`config.mk`:
```
export PLATFORM = sky130hd
export DESIGN_NAME = wrapping_decrement_counter
export DESIGN_NICKNAME = d
export VERILOG_FILES = /design/src/rtl/wrapping_decrement_counter_pkg.sv /design/src/rtl/wrapping_decrement_counter.sv
export SDC_FILE = /design/constraint.sdc
export NUM_CORES = 1
export LEC_CHECK = 0
export ABC_AREA = 1
export CAP_MARGIN = 15
export CORE_AREA = 5 5 42 44
export DETAILED_ROUTE_END_ITERATION = 8
export DIE_AREA = 0 0 47 49
export HOLD_SLACK_MARGIN = 0.02
export PLACE_DENSITY = 0.35
export RECOVER_POWER = 25
export SLEW_MARGIN = 10
export SYNTH_ARGS = -nofsm -noshare
export SYNTH_HDL_FRONTEND = slang
export SYNTH_SLANG_ARGS = --single-unit
```
`constraint.sdc`:
```
create_clock -name clock -period 2 [get_ports clock]
set_input_delay 0.3 -clock clock [delete_from_list [all_inputs] [get_ports clock]]
set_output_delay 0.3 -clock clock [all_outputs]
set_load 0.03 [all_outputs]
```
`src/rtl/wrapping_decrement_counter_pkg.sv`:
```
// Shared helpers for the wrapping counter family.
// Holds the header macros used to size counters and pick the wrap
// implementation, plus the package the counter files import.

`ifndef WRAPPING_COUNTER_MACROS
`define WRAPPING_COUNTER_MACROS
`define CLOG2(x) $clog2(x)
`define IS_POW2(x) ((((x) & ((x) - 1)) == 0) ? 1'b1 : 1'b0)
`endif

package wrapping_decrement_counter_pkg;
    // Number of state bits the counter carries besides count (lap, underflow).
    localparam int unsigned WDC_FLAG_BITS = 2;
endpackage

```
`src/rtl/wrapping_decrement_counter.sv`:
```
// Wrapping down-counter: counts 0 .. RANGE-1, wraps from 0 to RANGE-1.
// Provides a lap bit that toggles on every wrap, a registered underflow
// pulse, a zero flag and a synchronous load that clamps out-of-range values.
// Priority per edge: load > decrement > hold.

`ifndef WRAPPING_COUNTER_MACROS
`define WRAPPING_COUNTER_MACROS
`define CLOG2(x) $clog2(x)
`define IS_POW2(x) ((((x) & ((x) - 1)) == 0) ? 1'b1 : 1'b0)
`endif

module wrapping_decrement_counter
    import wrapping_decrement_counter_pkg::*;
#(
    parameter int unsigned RANGE       = 4,
    parameter int unsigned RANGE_LOG2  = `CLOG2(RANGE),
    parameter int unsigned RESET_VALUE = 0
) (
    input  logic                  clock,
    input  logic                  resetn,
    input  logic                  decrement,
    input  logic                  load,
    input  logic [RANGE_LOG2-1:0] load_value,
    output logic [RANGE_LOG2-1:0] count,
    output logic                  lap,
    output logic                  is_zero,
    output logic                  underflow
);

    localparam logic [RANGE_LOG2-1:0] COUNTER_MIN = '0;
    localparam logic [RANGE_LOG2-1:0] COUNTER_MAX = RANGE_LOG2'(RANGE - 1);

    logic [RANGE_LOG2-1:0] count_q, count_d;
    logic                  lap_q, lap_d;
    logic                  underflow_q, underflow_d;

    // Value count takes on a decrement, already wrapped into range.
    logic [RANGE_LOG2-1:0] dec_count;
    // Load value forced into range; values >= RANGE saturate at the top.
    logic [RANGE_LOG2-1:0] load_clamped;
    logic                  at_zero;

    assign at_zero = (count_q == COUNTER_MIN);

    generate
        if (`IS_POW2(RANGE)) begin : gen_pow2_counter
            // Modular subtraction at RANGE_LOG2 bits wraps 0 to RANGE-1 for free.
            assign dec_count = count_q - RANGE_LOG2'(1);
        end else begin : gen_non_pow2_counter
            // Unused top codes must never appear, so 0 explicitly selects RANGE-1.
            assign dec_count = at_zero ? COUNTER_MAX : (count_q - RANGE_LOG2'(1));
        end
    endgenerate

    // Clamp loads; for power-of-2 ranges the compare is never true.
    assign load_clamped = (32'(load_value) >= RANGE) ? COUNTER_MAX : load_value;

    // Next-state selection: load beats decrement, idle holds count and lap.
    always_comb begin
        count_d     = count_q;
        lap_d       = lap_q;
        underflow_d = 1'b0;
        if (load) begin
            count_d = load_clamped;
            lap_d   = 1'b0;
        end else if (decrement) begin
            count_d = dec_count;
            if (at_zero) begin
                lap_d       = ~lap_q;
                underflow_d = 1'b1;
            end
        end
    end

    // State registers with asynchronous active-low reset.
    always_ff @(posedge clock or negedge resetn) begin
        if (!resetn) begin
            count_q     <= RANGE_LOG2'(RESET_VALUE);
            lap_q       <= 1'b0;
            underflow_q <= 1'b0;
        end else begin
            count_q     <= count_d;
            lap_q       <= lap_d;
            underflow_q <= underflow_d;
        end
    end

    assign count     = count_q;
    assign lap       = lap_q;
    assign underflow = underflow_q;
    assign is_zero   = at_zero;

endmodule

```
# Word-level counts from Yosys, hierarchy flattened
# Cells that the tools add are included.
[op_classes]
addsub = 1
reduce_logical = 4
muxes = 8
bitwise = 1
[ops]
columns = ["op", "count"]
rows = [
  ["1-bit 2-to-1 mux", 6],
  ["2-bit 2-to-1 mux", 2],
  ["2-bit nonzero test", 2],
  ["2-bit zero test", 1],
  ["2-bit AND reduction", 1],
  ["2-bit by 1-bit subtractor with 2-bit output (second input constant)", 1],
  ["1-bit NOT", 1],
]
[totals]
input_bits = 6
reg_bits = 4
word_cells = 17

# Longest topological paths before layout
[depth]
ltp_word = 4
depth_mapped = 5

# Worst setup path after synthesis
# Ideal clock, no wire load.
[synth_timing]
kind = "register to register"
start = "register count_q[0] (netlist: count[0])"
end = "register lap_q (netlist: lap)"
path_slack_ns = 0.703
arrival_ns = 1.177
setup_ns = 0.120
stages_incl_launch_ff = 6
t_required_ns = 1.880
path_cell_list = "dfrtp_1 -> inv_1 -> ha_1 -> nand3_1 -> nand2_1 -> nor2_1"
[synth_via]
elab_chain_len = 3
[synth_lines]
columns = ["element", "line", "source"]
rows = [
  ["start, declared", "wrapping_decrement_counter.sv:33", "logic [RANGE_LOG2-1:0] count_q, count_d;"],
  ["start signal, assigned", "wrapping_decrement_counter.sv:78", "count_q <= RANGE_LOG2'(RESET_VALUE);"],
  ["start signal, assigned", "wrapping_decrement_counter.sv:82", "count_q <= count_d;"],
  ["2-bit zero test", "wrapping_decrement_counter.sv:43", "assign at_zero = (count_q == COUNTER_MIN);"],
  ["net is_zero", "wrapping_decrement_counter.sv:26", "output logic is_zero,"],
  ["2-bit nonzero test (no source line)", "--", ""],
  ["2-bit AND reduction (no source line)", "--", ""],
  ["end signal, assigned", "wrapping_decrement_counter.sv:83", "lap_q <= lap_d;"],
  ["end, declared", "wrapping_decrement_counter.sv:34", "logic lap_q, lap_d;"],
]
# The timed path passes the listed nets, and every way through them passes these cells.
# A chain may end at the register's enable or synchronous reset.

# Worst setup path in the final report
[layout_timing]
start = "register count_q[0] (netlist: count[0])"
end = "output count[0]"
[layout_rtl]
columns = ["element", "line", "source"]
rows = [
  ["end, declared", "wrapping_decrement_counter.sv:24", "output logic [RANGE_LOG2-1:0] count,"],
]
# No word-level cell between the ends.

==> run metrics <==
outcome=finished, final reports clean; Post-Layout Cell Count=52; Tot GR Track Use=0.0586; synth top area cells=dfrtp_1 (53%), nand2_1 (12%), nand3_1 (11%), ha_1 (6.6%), inv_1 (5.9%); Synth top area share=0.526; Routability Congestion=about 0.7; Worst-path clk slew=roughly 0.04 ns; RSZ-0062 raised after global routing=false; syn avg cell area=a little over 8 sq um; Buffers on Ports=10; worst slack, placed=approximately 0.34 ns; 1st-pass router iterations=3; delay-heaviest family, CP=buffers and inverters; Root Driver=clkbuf_4; CTS tree=yes; Hold Vio Cnt, Final=0; Ant. Diodes=0; Gate Count Post-Synth=23; worst rel slew slack=0.785; Final WS setup=around 0.42 ns; clk buf depth=2; Max-cap violations=0; Layout area overhead=76.3%; Max stage delay cell, worst path=clkdlybuf4s50_1; average routed wire per standard cell=9.81 um; most common cell after layout, fill and taps aside=clkdlybuf4s50_1; I/O Pins=11; initial antenna violation count=0; # DRC=0; DR vias/cell=around 3.6; DRT Wirelength=510 um; DR iter-0 viols=1; register area share after synthesis=0.526; static leakage=about 0.17 nW; insertion delay to the later sink of the worst-skew pair=0.23 ns; die area=2300 sq um; synth warn=0; Synth Cell Area=~190 sq um; Sinks on Clock Net=4; Synth area leader=dfrtp_1; Worst EP required=approximately 1.7 ns; Worst-Margin Slew=about 0.32 ns; share of cells above drive strength 1=0.0833; clk_skew=approximately 0.0020 ns; Seq cells post-synth=4; CP max stage delay=0.68 ns; die height=49 um; Critical Path AT=about 1.3 ns; Die Wd=approximately 47 um; Max Clock Freq=around 630 MHz; Tmin final=about 1.6 ns; clock buffers created by TritonCTS=3; Power Density=between 800 and 900 nW/um^2; Core ar.=about 1400 sq um; Final Max Tran Viols=0; worst-path maximum fanout=3; VDD IR max=0.225 mV; Max H-tree Level=1; first-pass GRT wire length=848 um; crit path launch type=flip-flop; Worst Path Buf+Inv=1; placed cell count=49; via count=approximately 190; Initial Util=0.136; Routed Antenna Nets=0; setup TNS=0 ns; largest net degree at the start of global routing=7; Netlist cell types=8; placement row count=14; most frequent cells in the layout=clkdlybuf4s50_1 (8), nand2_1 (6), nand3_1 (4), dfrtp_1 (4); final number of setup-violating endpoints=0; Worst Setup Path Type=flip-flop to output port; final net count=45; worst-path cell chain=clkdlybuf4s50_1; number of global-route vias before repair=slightly above 200; Synthesized Nets=30; remaining global-route overflow=0; Worst Setup End Kind=output port; final worst path period share=0.791; worst hold path class=primary input to asynchronous set/reset pin
## layer usage
| metal | vias up | track usage | wire length [um] |
|---|---|---|---|
| met1 | 78 | 0.0642 | 275 |
| met4 | 0 | 0.0691 | 0 |
| met3 | 0 | 0.0443 | 81 |
| met2 | 11 | 0.0611 | 153 |
| li1 | 99 | - | - |
| met5 | - | 0 | 0 |
## synth_stat cells
master,n
a21oi_1,1
dfrtp_1,4
ha_1,1
inv_1,3
nand2_1,6
nand3_1,4
nand3b_1,1
nor2_1,3
## through the flow
stage | power, W | utilization | cell area (sq um) | hold slack, ns
2_1_floorplan | 0.000137 | - | 190 | 0.00441
3_3_place_gp | 0.000175 | 0.221 | 310 | 0.515
3_5_place_dp | 0.000175 | 0.221 | 310 | 0.515
4_1_cts | 0.000283 | 0.238 | 333 | 0.279
5_1_grt | 0.000293 | 0.239 | 335 | 0.359
6_report | 0.000275 | 0.239 | 335 | 0.348
## flip-flops by register name, indices dropped and copies added, names as in the netlist
register / count
lap: 1
underflow: 1
count: 2
## timing repair
item                                    in CTS  in global routing
hold endpoints to repair                     0                  0
endpoints found under the setup margin       0                  1
setup buffers                                0                  0
gates resized for setup                      0                  1
hold buffers                                 0                  0
## where the power goes
part / leakage [nW] / total, W / switching, W / internal (W)
clock network: 0.0138 / 0.000102 / 0.0000347 / 0.0000672
registers: 0.0512 / 0.0000945 / 0.00000541 / 0.0000891
logic: 0.102 / 0.0000781 / 0.0000427 / 0.0000354
total: 0.167 / 0.000275 / 0.0000828 / 0.000192
## logic make-up after synthesis
| group | after synthesis | synth area share |
|---|---|---|
| simple gates | 14 | 0.322 |
| compound gates | 1 | 0.0263 |
| fa+ha+maj | 1 | 0.0658 |
| flops | 4 | 0.526 |
| buf+inv | 3 | 0.0592 |
## layout make-up
type	count	area, sq um
well taps	16	20.0
flip-flops and latches	4	100
clock buffers	3	22.5
fillers	161	1070
inverters	3	11.3
multi-input cells	16	78.8
repair buffers	10	103
## final timing paths
check / endpoint / startpoint / slack [ns] / cells past startpoint
worst max-delay path: count[0] / count[0] / 0.42 / 1
max in group asynchronous: count[0] / resetn / 1.47 / 1
worst min register to register: count[1] / count[1] / 0.52 / 2
min in group clock: count[1] / count[1] / 0.52 / 2
worst max register to register: count[1] / count[0] / 0.99 / 4
worst min-delay path: lap / resetn / 0.35 / 1
Note: power is estimated with default switching activity, not from simulation.
